<file path="config.mk">
export PLATFORM = sky130hd
export DESIGN_NAME = axil_periph_demux
export DESIGN_NICKNAME = d
export VERILOG_FILES = /design/src/rtl/axil_periph_demux.sv
export SDC_FILE = /design/constraint.sdc
export NUM_CORES = 1
export LEC_CHECK = 0
export CORE_AREA = 2 2 170 172
export DETAILED_ROUTE_END_ITERATION = 16
export DIE_AREA = 0 0 172 174
export GPL_TIMING_DRIVEN = 1
export PLACE_DENSITY = 0.54
export SKIP_CTS_REPAIR_TIMING = 1
export SYNTH_ARGS = -nofsm -noshare
export SYNTH_HDL_FRONTEND = slang
export SYNTH_SLANG_ARGS = --single-unit
</file>
<file path="constraint.sdc">
create_clock -name clk_i -period 2.1 [get_ports clk_i]
set_input_delay 0.525 -clock clk_i [delete_from_list [all_inputs] [get_ports clk_i]]
set_output_delay 0.525 -clock clk_i [all_outputs]
set_load 0.005 [all_outputs]
</file>
<file path="src/rtl/axil_periph_demux.sv">
// AXI4-Lite 1-to-N peripheral demultiplexer with address decode, decode-error
// responses and a per-path response watchdog that isolates hung slaves.
module axil_periph_demux #(
  parameter int                               NUM_SLAVES     = 4,
  parameter int                               ADDR_WIDTH     = 32,
  parameter int                               DATA_WIDTH     = 32,
  parameter logic [NUM_SLAVES*ADDR_WIDTH-1:0] BASE_ADDRS     = '0,
  parameter logic [NUM_SLAVES*ADDR_WIDTH-1:0] ADDR_MASKS     = '0,
  parameter int                               TIMEOUT_CYCLES = 1024,
  parameter logic [31:0]                      ERR_RDATA      = 32'h0000_0000
) (
  input  logic                           clk_i,
  input  logic                           rst_ni,
  // upstream write channels
  input  logic [ADDR_WIDTH-1:0]          s_awaddr,
  input  logic                           s_awvalid,
  output logic                           s_awready,
  input  logic [DATA_WIDTH-1:0]          s_wdata,
  input  logic [DATA_WIDTH/8-1:0]        s_wstrb,
  input  logic                           s_wvalid,
  output logic                           s_wready,
  output logic [1:0]                     s_bresp,
  output logic                           s_bvalid,
  input  logic                           s_bready,
  // upstream read channels
  input  logic [ADDR_WIDTH-1:0]          s_araddr,
  input  logic                           s_arvalid,
  output logic                           s_arready,
  output logic [DATA_WIDTH-1:0]          s_rdata,
  output logic [1:0]                     s_rresp,
  output logic                           s_rvalid,
  input  logic                           s_rready,
  // downstream write channels
  output logic [ADDR_WIDTH-1:0]          m_awaddr,
  output logic [DATA_WIDTH-1:0]          m_wdata,
  output logic [DATA_WIDTH/8-1:0]        m_wstrb,
  output logic [NUM_SLAVES-1:0]          m_awvalid,
  input  logic [NUM_SLAVES-1:0]          m_awready,
  output logic [NUM_SLAVES-1:0]          m_wvalid,
  input  logic [NUM_SLAVES-1:0]          m_wready,
  input  logic [2*NUM_SLAVES-1:0]        m_bresp,
  input  logic [NUM_SLAVES-1:0]          m_bvalid,
  output logic [NUM_SLAVES-1:0]          m_bready,
  // downstream read channels
  output logic [ADDR_WIDTH-1:0]          m_araddr,
  output logic [NUM_SLAVES-1:0]          m_arvalid,
  input  logic [NUM_SLAVES-1:0]          m_arready,
  input  logic [DATA_WIDTH*NUM_SLAVES-1:0] m_rdata,
  input  logic [2*NUM_SLAVES-1:0]        m_rresp,
  input  logic [NUM_SLAVES-1:0]          m_rvalid,
  output logic [NUM_SLAVES-1:0]          m_rready,
  output logic [NUM_SLAVES-1:0]          hung_o
);

  localparam int SEL_W = (NUM_SLAVES > 1) ? $clog2(NUM_SLAVES) : 1;
  localparam int CNT_W = (TIMEOUT_CYCLES > 1) ? $clog2(TIMEOUT_CYCLES) : 1;
  localparam logic [CNT_W-1:0] TO_LAST =
    CNT_W'((TIMEOUT_CYCLES > 0) ? TIMEOUT_CYCLES - 1 : 0);
  localparam logic [DATA_WIDTH-1:0] ERR_DATA = DATA_WIDTH'(ERR_RDATA);

  localparam logic [1:0] RESP_OKAY   = 2'b00;
  localparam logic [1:0] RESP_SLVERR = 2'b10;
  localparam logic [1:0] RESP_DECERR = 2'b11;

  localparam logic [1:0] W_IDLE  = 2'd0;
  localparam logic [1:0] W_ISSUE = 2'd1;
  localparam logic [1:0] W_WAITB = 2'd2;
  localparam logic [1:0] W_RESP  = 2'd3;

  localparam logic [1:0] R_IDLE  = 2'd0;
  localparam logic [1:0] R_ISSUE = 2'd1;
  localparam logic [1:0] R_WAITR = 2'd2;
  localparam logic [1:0] R_RESP  = 2'd3;

  // Returns {hit, index}; scanning downward lets the lowest matching index win.
  function automatic logic [SEL_W:0] decode(input logic [ADDR_WIDTH-1:0] addr);
    logic [SEL_W:0] res;
    res = '0;
    for (int i = NUM_SLAVES - 1; i >= 0; i--) begin
      if ((addr & ADDR_MASKS[i*ADDR_WIDTH +: ADDR_WIDTH]) ==
          (BASE_ADDRS[i*ADDR_WIDTH +: ADDR_WIDTH] & ADDR_MASKS[i*ADDR_WIDTH +: ADDR_WIDTH]))
        res = {1'b1, SEL_W'(i)};
    end
    return res;
  endfunction

  // ---------------------------------------------------------------- write path
  logic [1:0]       w_state;
  logic             aw_got, w_got, aw_done, wd_done;
  logic [SEL_W-1:0] w_sel;
  logic [CNT_W-1:0] w_cnt;
  logic [SEL_W:0]   w_dec;
  logic             w_to, w_aw_fire, w_w_fire, w_issue_done;
  logic [NUM_SLAVES-1:0] w_hung_set;

  assign w_dec     = decode(m_awaddr);
  assign w_to      = (TIMEOUT_CYCLES != 0) && (w_cnt == TO_LAST);
  assign s_awready = rst_ni && (w_state == W_IDLE) && !aw_got;
  assign s_wready  = rst_ni && (w_state == W_IDLE) && !w_got;
  assign s_bvalid  = (w_state == W_RESP);

  always_comb begin
    // NOTE: every output of this block gets a default first so no latch is inferred.
    m_awvalid    = '0;
    m_wvalid     = '0;
    m_bready     = '0;
    w_hung_set   = '0;
    w_aw_fire    = 1'b0;
    w_w_fire     = 1'b0;
    w_issue_done = 1'b0;
    case (w_state)
      W_ISSUE: begin
        m_awvalid[w_sel] = !aw_done;
        m_wvalid[w_sel]  = !wd_done;
        w_aw_fire        = !aw_done && m_awready[w_sel];
        w_w_fire         = !wd_done && m_wready[w_sel];
        w_issue_done     = (aw_done || w_aw_fire) && (wd_done || w_w_fire);
        w_hung_set[w_sel] = w_to;
      end
      W_WAITB: begin
        m_bready[w_sel]   = 1'b1;
        w_hung_set[w_sel] = w_to && !m_bvalid[w_sel];
      end
      default: ;
    endcase
  end

  // NOTE: state registers use non-blocking assignments so every flop samples pre-edge values.
  always_ff @(posedge clk_i) begin
    if (!rst_ni) begin
      w_state  <= W_IDLE;
      aw_got   <= 1'b0;
      w_got    <= 1'b0;
      aw_done  <= 1'b0;
      wd_done  <= 1'b0;
      w_sel    <= '0;
      w_cnt    <= '0;
      s_bresp  <= RESP_OKAY;
      m_awaddr <= '0;
      m_wdata  <= '0;
      m_wstrb  <= '0;
    end else begin
      case (w_state)
        W_IDLE: begin
          if (aw_got && w_got) begin
            aw_got  <= 1'b0;
            w_got   <= 1'b0;
            aw_done <= 1'b0;
            wd_done <= 1'b0;
            w_cnt   <= '0;
            w_sel   <= w_dec[SEL_W-1:0];
            if (!w_dec[SEL_W]) begin
              s_bresp <= RESP_DECERR;
              w_state <= W_RESP;
            end else if (hung_o[w_dec[SEL_W-1:0]]) begin
              s_bresp <= RESP_SLVERR;
              w_state <= W_RESP;
            end else begin
              w_state <= W_ISSUE;
            end
          end else begin
            if (s_awvalid && !aw_got) begin
              aw_got   <= 1'b1;
              m_awaddr <= s_awaddr;
            end
            if (s_wvalid && !w_got) begin
              w_got   <= 1'b1;
              m_wdata <= s_wdata;
              m_wstrb <= s_wstrb;
            end
          end
        end
        W_ISSUE: begin
          w_cnt <= w_cnt + 1'b1;
          if (w_aw_fire) aw_done <= 1'b1;
          if (w_w_fire)  wd_done <= 1'b1;
          if (w_to) begin
            s_bresp <= RESP_SLVERR;
            w_state <= W_RESP;
          end else if (w_issue_done) begin
            w_state <= W_WAITB;
          end
        end
        W_WAITB: begin
          w_cnt <= w_cnt + 1'b1;
          if (m_bvalid[w_sel]) begin
            s_bresp <= m_bresp[w_sel*2 +: 2];
            w_state <= W_RESP;
          end else if (w_to) begin
            s_bresp <= RESP_SLVERR;
            w_state <= W_RESP;
          end
        end
        default: begin
          if (s_bready) w_state <= W_IDLE;
        end
      endcase
    end
  end

  // ----------------------------------------------------------------- read path
  logic [1:0]       r_state;
  logic             ar_got;
  logic [SEL_W-1:0] r_sel;
  logic [CNT_W-1:0] r_cnt;
  logic [SEL_W:0]   r_dec;
  logic             r_to;
  logic [NUM_SLAVES-1:0] r_hung_set;

  assign r_dec     = decode(m_araddr);
  assign r_to      = (TIMEOUT_CYCLES != 0) && (r_cnt == TO_LAST);
  assign s_arready = rst_ni && (r_state == R_IDLE) && !ar_got;
  assign s_rvalid  = (r_state == R_RESP);

  always_comb begin
    m_arvalid  = '0;
    m_rready   = '0;
    r_hung_set = '0;
    case (r_state)
      R_ISSUE: begin
        m_arvalid[r_sel]  = 1'b1;
        r_hung_set[r_sel] = r_to;
      end
      R_WAITR: begin
        m_rready[r_sel]   = 1'b1;
        r_hung_set[r_sel] = r_to && !m_rvalid[r_sel];
      end
      default: ;
    endcase
  end

  always_ff @(posedge clk_i) begin
    if (!rst_ni) begin
      r_state  <= R_IDLE;
      ar_got   <= 1'b0;
      r_sel    <= '0;
      r_cnt    <= '0;
      s_rdata  <= '0;
      s_rresp  <= RESP_OKAY;
      m_araddr <= '0;
    end else begin
      case (r_state)
        R_IDLE: begin
          if (ar_got) begin
            ar_got <= 1'b0;
            r_cnt  <= '0;
            r_sel  <= r_dec[SEL_W-1:0];
            if (!r_dec[SEL_W]) begin
              s_rdata <= ERR_DATA;
              s_rresp <= RESP_DECERR;
              r_state <= R_RESP;
            end else if (hung_o[r_dec[SEL_W-1:0]]) begin
              s_rdata <= ERR_DATA;
              s_rresp <= RESP_SLVERR;
              r_state <= R_RESP;
            end else begin
              r_state <= R_ISSUE;
            end
          end else if (s_arvalid) begin
            ar_got   <= 1'b1;
            m_araddr <= s_araddr;
          end
        end
        R_ISSUE: begin
          r_cnt <= r_cnt + 1'b1;
          if (r_to) begin
            s_rdata <= ERR_DATA;
            s_rresp <= RESP_SLVERR;
            r_state <= R_RESP;
          end else if (m_arready[r_sel]) begin
            r_state <= R_WAITR;
          end
        end
        R_WAITR: begin
          r_cnt <= r_cnt + 1'b1;
          if (m_rvalid[r_sel]) begin
            s_rdata <= m_rdata[r_sel*DATA_WIDTH +: DATA_WIDTH];
            s_rresp <= m_rresp[r_sel*2 +: 2];
            r_state <= R_RESP;
          end else if (r_to) begin
            s_rdata <= ERR_DATA;
            s_rresp <= RESP_SLVERR;
            r_state <= R_RESP;
          end
        end
        default: begin
          if (s_rready) r_state <= R_IDLE;
        end
      endcase
    end
  end

  // Sticky isolation flags; either path may mark a slave as hung.
  always_ff @(posedge clk_i) begin
    if (!rst_ni) hung_o <= '0;
    else         hung_o <= hung_o | w_hung_set | r_hung_set;
  end

endmodule

</file>
==> reports/summary.txt, run 1 <==
RePlAce Congestion -> 0.7358
Cells on worst reg2reg path -> 7
Die span in x -> 172 um
Startpoint types -> flop
Clock root buffer -> clkbuf_16
Core Region -> 0.02824 mm^2
Drt first pass iters -> 7
Crit path cell chain -> inv_1 > ha_1 > nor2b_4 > and2_4 > dlymetal6s2s_1
R2R setup slack -> 0.09 ns
Max Clock Freq -> 489.3 MHz
Post-Route WL -> 22,270 um
Final nets -> 1,415
Cells after synthesis -> 843
Max stage delay cell, worst path -> dfxtp_2
CP bufs+invs -> 2
Top cell type's share of synthesized area -> 49.08%
Synth Area in Simple Gates -> 21.06%
Fin crit period -> 2.044 ns
All-Layer GR Usage -> 14.32%
Synth Area in Compound Gates -> 19.60%
PortBufs -> 294
Syn Std Cell Area -> 0.006771 mm^2
Register area share after synthesis -> 49.08%
Worst r2r src -> r_state[0]$_SDFFE_PN0P_
Count leader, synth -> nand2_1
Initial drt markers -> 345
CTS buffer count -> 17
Non-Filler Instances -> 1,532
Cells after DPL -> 1,497
Clock Power Share -> 29.7%
Routed vias/inst -> 4.390
Internal power -> 0.006738 W
Worst setup path category -> flop to output pin
Post-DRT Antenna Nets -> 0
Syn Area/Cell -> 8.033 um^2
Clk pin slew, worst setup/hold paths -> 0.07 ns
Initial antenna violation count -> 1
Post-synth EDFFs -> 0
P_sw -> 0.003267 W
Crit path DAT -> 1.52 ns
GR Util met1 -> 18.05%
DR WL/cell -> 14.53 um
Clock Sinks -> 166
Post-DP HPWL -> 15,450 um
Area grow syn2layout -> 62.19%
Final period util -> 97.32%
Peak supply drop -> 0.3768 mV
Dpl ws -> -0.2761 ns
Xor/xnor share of the synthesized area -> 1.293%
Lkg Pwr -> 3.998 nW
Yosys cell types -> 47
Initial core utilization -> 23.98%
Site Rows -> 62
Hold_sp -> m_araddr[21]$_SDFFE_PN0P_
Number of global-route vias before repair -> 6,288
Die Ht -> 174 um
Gate power share -> 32.8%
# setup viols final -> 0
Largest net degree at the start of global routing -> 51
PwrDens -> 910.9 mW/mm^2
Status -> finished clean
Met3 usage -> 5.282%
Top Family by Delay on Critical Path -> simple AND/OR/NAND/NOR gates
Final Hold Fails -> 0
Max-cap check violation count -> 0
Main combinational cell family by area after synthesis -> simple AND/OR/NAND/NOR gates
RSZ-0062 raised after global routing -> true
DR DRC count -> 0
Die Area -> 0.02993 mm^2
Commonest cells post-synth -> nand2_1 (254), dfxtp_1 (166), a21oi_1 (157), clkbuf_1 (50), a32oi_1 (33)
Multiplexer share of the synthesized area -> 0.4435%
Clk buf depth -> 2
GR Overflow Total -> 0
Final hold slack -> 0.4528 ns
Switching part of the total -> 32.65%
Required time of the critical path -> 1.57 ns
Ys flop type -> dfxtp_1
Setup WS post-layout -> 0.05624 ns
WHS Endpoint -> m_araddr[21]$_SDFFE_PN0P_
Hold Path Cell Cnt -> 2
Crit. End Element -> output pin
IO Pins -> 436
Clock skew -> 0.01148 ns
Max FO, Critical Path -> 2
Adder-Cell Fraction of Synth Area -> 2.217%
FFs w/ async S/R, synth -> 0%
CP max stage delay -> 0.32 ns
CTS tree -> done
Fraction of final layout cells sized beyond drive strength 1 -> 8.559%
First-pass GRT wire length -> 34,000 um
Yosys warns -> 0
Sequential share of power -> 37.4%
Synth top area cells -> dfxtp_1 (49%), nand2_1 (14%), a21oi_1 (12%), a32oi_1 (4.3%), clkbuf_1 (2.8%)
Area leader, netlist -> dfxtp_1
Hold WC Path Type -> flop to flop
Flops & latches, synth -> 166
Met2 usage -> 22.59%
# H-tree levels -> 4
Reg-to-reg endpoint -> r_cnt[6]$_SDFFE_PN0P_
Via count -> 6,725
Final slew viol count -> 0
GRT busiest layer -> met2
Skew-Pair Late Insertion Delay -> 0.43 ns
## registers in the layout, summed over array words and instances (netlist names)
name,flops
m_araddr,32
w_cnt,10
r_cnt,10
m_awaddr,32
ar_got,1
aw_done,1
m_wdata,32
s_rresp,2
r_state,2
w_got,1
s_rdata,32
w_state,2
wd_done,1
hung_o,1
aw_got,1
m_wstrb,4
s_bresp,2
## metrics by stage
step           util (%)  instance area (um^2)  power [W]  TNS [ns]
6_report          38.90                 10980    0.01000         0
5_1_grt           38.88                 10980    0.01065  -0.01902
4_1_cts           38.45                 10860    0.01014    -2.436
3_5_place_dp      36.53                 10310   0.007067   -0.8145
3_3_place_gp      36.53                 10310   0.007056   -0.8417
2_1_floorplan         -                  6835   0.005285         0
## layout by cell type (no fill, tap or decap), types with 4 or more instances in the layout
cell	instances
clkinv_4	4
inv_1	13
nand4_1	4
dlymetal6s2s_1	11
inv_6	7
dfxtp_1	164
nand3_1	10
xnor2_1	10
nor3_1	4
buf_4	24
o21ai_0	12
nand2_1	253
or3_1	9
or2_2	5
nand2b_1	4
buf_12	11
ha_4	5
clkbuf_16	17
ha_1	7
conb_1	18
nor2_1	19
a21oi_1	156
clkdlybuf4s50_1	283
a32oi_1	33
## final cells by class
type / instances / area [um^2]
clock buffers: 18 / 429.2
clock inverters: 14 / 113.9
fillers: 2928 / 17250
multi-input cells: 602 / 3191
inverters: 16 / 65.06
repair buffers: 329 / 3371
diodes: 3 / 7.507
well taps: 384 / 480.5
flip-flops and latches: 166 / 3326
## power groups by stage
stage,Combinational (W),Clock [W],Sequential [W]
global route,0.00363,0.00323,0.00379
floorplan,0.00146,0,0.00382
detailed placement,0.00326,0,0.00381
finish,0.00329,0.00298,0.00374
CTS,0.00328,0.00312,0.00373
global placement,0.00327,0,0.00379
## logic make-up after synthesis
group	after synthesis
mux	3
other cells	1
simple gates	335
xor+xnor	10
compound gates	224
flops	166
fa+ha+maj	12
buf+inv	92
## routing by layer
| layer | share of wire (%) | vias up |
|---|---|---|
| met5 | 0 | - |
| met1 | 44 | 3059 |
| met4 | 1.7 | 0 |
| met2 | 45 | 221 |
| met3 | 9.0 | 20 |
| li1 | - | 3425 |
## how the worst max path moves through the flow
stage	to	slack, ns	from	cells after the start
4_1_cts	s_arready	-0.41	r_state[1]$_SDFFE_PN0P_	5
6_report	s_arready	0.06	r_state[0]$_SDFFE_PN0P_	5
5_1_grt	s_arready	-0.02	r_state[0]$_SDFFE_PN0P_	5
3_5_place_dp	s_arready	-0.28	rst_ni	3
3_3_place_gp	s_awready	-0.28	rst_ni	4
2_1_floorplan	s_rdata[10]$_SDFFE_PN0P_	0.20	r_state[0]$_SDFFE_PN0P_	7
## worst min-delay path, stage by stage, from the launching register on
cell	delay, ns
dfxtp_1	0.31
nand2_1	0.05
a21oi_1	0.05
(Power assumes the default switching activity.)
==> run 2, diff against run 1 <==
Settings changed: CTS_BUF_LIST from default to sky130_fd_sc_hd__clkbuf_8 sky130_fd_sc_hd__clkbuf_16.
==> run 2 against run 1 <==
First-iteration DRC count did not move; sequential power barely moved; clock-buffer cell count fell by 1; register-to-register slack barely moved; via count did not move; cell area did not move; critical path depth did not move; combinational power barely moved; total power barely moved; critical endpoint unchanged; largest cell class unchanged.
==> reports/summary.txt, run 2 (same netlist as run 1, synthesis figures left out) <==
Via count -> 6,725 (unchanged)
Crit. End Element -> output pin
Final slew viol count -> 0 (unchanged)
Die span in x -> 172 um (unchanged)
Site Rows -> 62 (unchanged)
Setup_tns -> 0 ns (unchanged)
Hold WC Path Type -> flop to flop
Max-cap check violation count -> 0 (unchanged)
Most frequent cells in the layout -> clkdlybuf4s50_1 (283), nand2_1 (253), dfxtp_1 (164)
Status -> finished clean
Crit path DAT -> 1.52 ns (about the same)
IO Pins -> 436 (unchanged)
Crit path cell chain -> inv_1 > ha_1 > nor2b_4 > and2_4 > dlymetal6s2s_1
All-Layer GR Usage -> 14.32% (unchanged)
Post-placement cell area -> 0.01031 mm^2 (unchanged)
Fin crit period -> 2.044 ns (-0.00001640 ns)
PwrDens -> 910.5 mW/mm^2 (about the same)
Fraction of final layout cells sized beyond drive strength 1 -> 8.559% (unchanged)
Post-Route WL -> 22,270 um (about the same)
Peak supply drop -> 0.3768 mV (unchanged)
Clk pin slew, worst setup/hold paths -> 0.07 ns (about the same)
Post-DRT Antenna Nets -> 0 (unchanged)
Initial core utilization -> 23.98% (unchanged)
Drt first pass iters -> 7 (unchanged)
Clock skew -> 0.01148 ns (+0.0000001000 ns)
Die Area -> 0.02993 mm^2 (unchanged)
Max FO, Critical Path -> 2 (unchanged)
Final period util -> 97.32% (about the same)
Final hold slack -> 0.4528 ns (unchanged)
Number of global-route vias before repair -> 6,288 (unchanged)
Startpoint types -> flop
PortBufs -> 294 (unchanged)
Skew-Pair Late Insertion Delay -> 0.43 ns (about the same)
Die Ht -> 174 um (unchanged)
Core Region -> 0.02824 mm^2 (unchanged)
Clock Sinks -> 166 (unchanged)
Max Clock Freq -> 489.3 MHz (about the same)
RePlAce Congestion -> 0.7358 (unchanged)
Non-Filler Instances -> 1,532 (unchanged)
Final Util -> 38.90% (unchanged)
RSZ-0062 raised after global routing -> true
Initial drt markers -> 345 (unchanged)
# setup viols final -> 0 (unchanged)
Design area -> 0.01098 mm^2 (unchanged)
Largest net degree at the start of global routing -> 51 (unchanged)
Final nets -> 1,415 (unchanged)
Commonest non-fill, non-tap cell in the layout -> clkdlybuf4s50_1
CP max stage delay -> 0.32 ns (about the same)
Area grow syn2layout -> 62.19% (unchanged)
Required time of the critical path -> 1.57 ns (about the same)
Clk buf depth -> 2 (unchanged)
Cells after DPL -> 1,497 (unchanged)
Worst setup path category -> flop to output pin
Initial antenna violation count -> 1 (unchanged)
GR Overflow Total -> 0 (unchanged)
# H-tree levels -> 4 (unchanged)
Routed vias/inst -> 4.390 (unchanged)
DR DRC count -> 0 (unchanged)
Max stage delay cell, worst path -> dfxtp_2
Final Hold Fails -> 0 (unchanged)
CTS buffer count -> 17 (unchanged)
CTS tree -> done
DR WL/cell -> 14.53 um (about the same)
First-pass GRT wire length -> 34,000 um (unchanged)
Post-DP HPWL -> 15,450 um (unchanged)
Clock root buffer -> clkbuf_16
Lkg Pwr -> 4.002 nW (+0.10%)
## run 2: changes by cell type in the layout (fill, tap and decap cells not counted), sizes merged
cell    delta
clkbuf     -1
inv        +1
## run 2: power breakdown
part / internal, W / switching (W)
clock: 0.00154 / 0.00143
combinational: 0.00166 / 0.00162
sequential: 0.00353 / 0.000212
## run 2: critical path, delay by kind of cell, from the launching register on
kind | cells | cell delay, ns
fa+ha+maj | 1 | 0.20
buf+inv | 2 | 0.24
flops | 1 | 0.32
simple gates | 2 | 0.33
## run 2: final cells by class
class	count	area [um^2]
Fill cell	2928	17250
Timing Repair Buffer	329	3371
Sequential cell	166	3326
Multi-Input combinational cell	602	3191
Tap cell	384	480.5
Clock buffer	17	425.4
Clock inverter	15	117.6
Inverter	16	65.06
Antenna cell	3	7.507
## run 2: final timing paths
| kind | startpoint | cells past startpoint | slack [ns] | endpoint |
|---|---|---|---|---|
| max | r_state[0]$_SDFFE_PN0P_ | 5 | 0.06 | s_arready |
| min | m_araddr[21]$_SDFFE_PN0P_ | 2 | 0.45 | m_araddr[21]$_SDFFE_PN0P_ |
| max reg2reg | r_state[0]$_SDFFE_PN0P_ | 7 | 0.09 | r_cnt[6]$_SDFFE_PN0P_ |
| min reg2reg | m_araddr[21]$_SDFFE_PN0P_ | 2 | 0.45 | m_araddr[21]$_SDFFE_PN0P_ |
## run 2: layer usage
layer  share of wire (%)  track usage, %
met5                   0               0
met4                 1.7           4.657
met3                 9.0           5.282
met2                  45           22.59
met1                  44           18.05
## run 2: metrics by stage
stage,setup WS (ns),power [W]
final,0.05626,0.01000
after global routing,-0.01902,0.01064
after CTS,-0.4139,0.01013
after detailed placement,-0.2761,0.007067
after global placement,-0.2823,0.007056
after floorplan,0.2022,0.005285
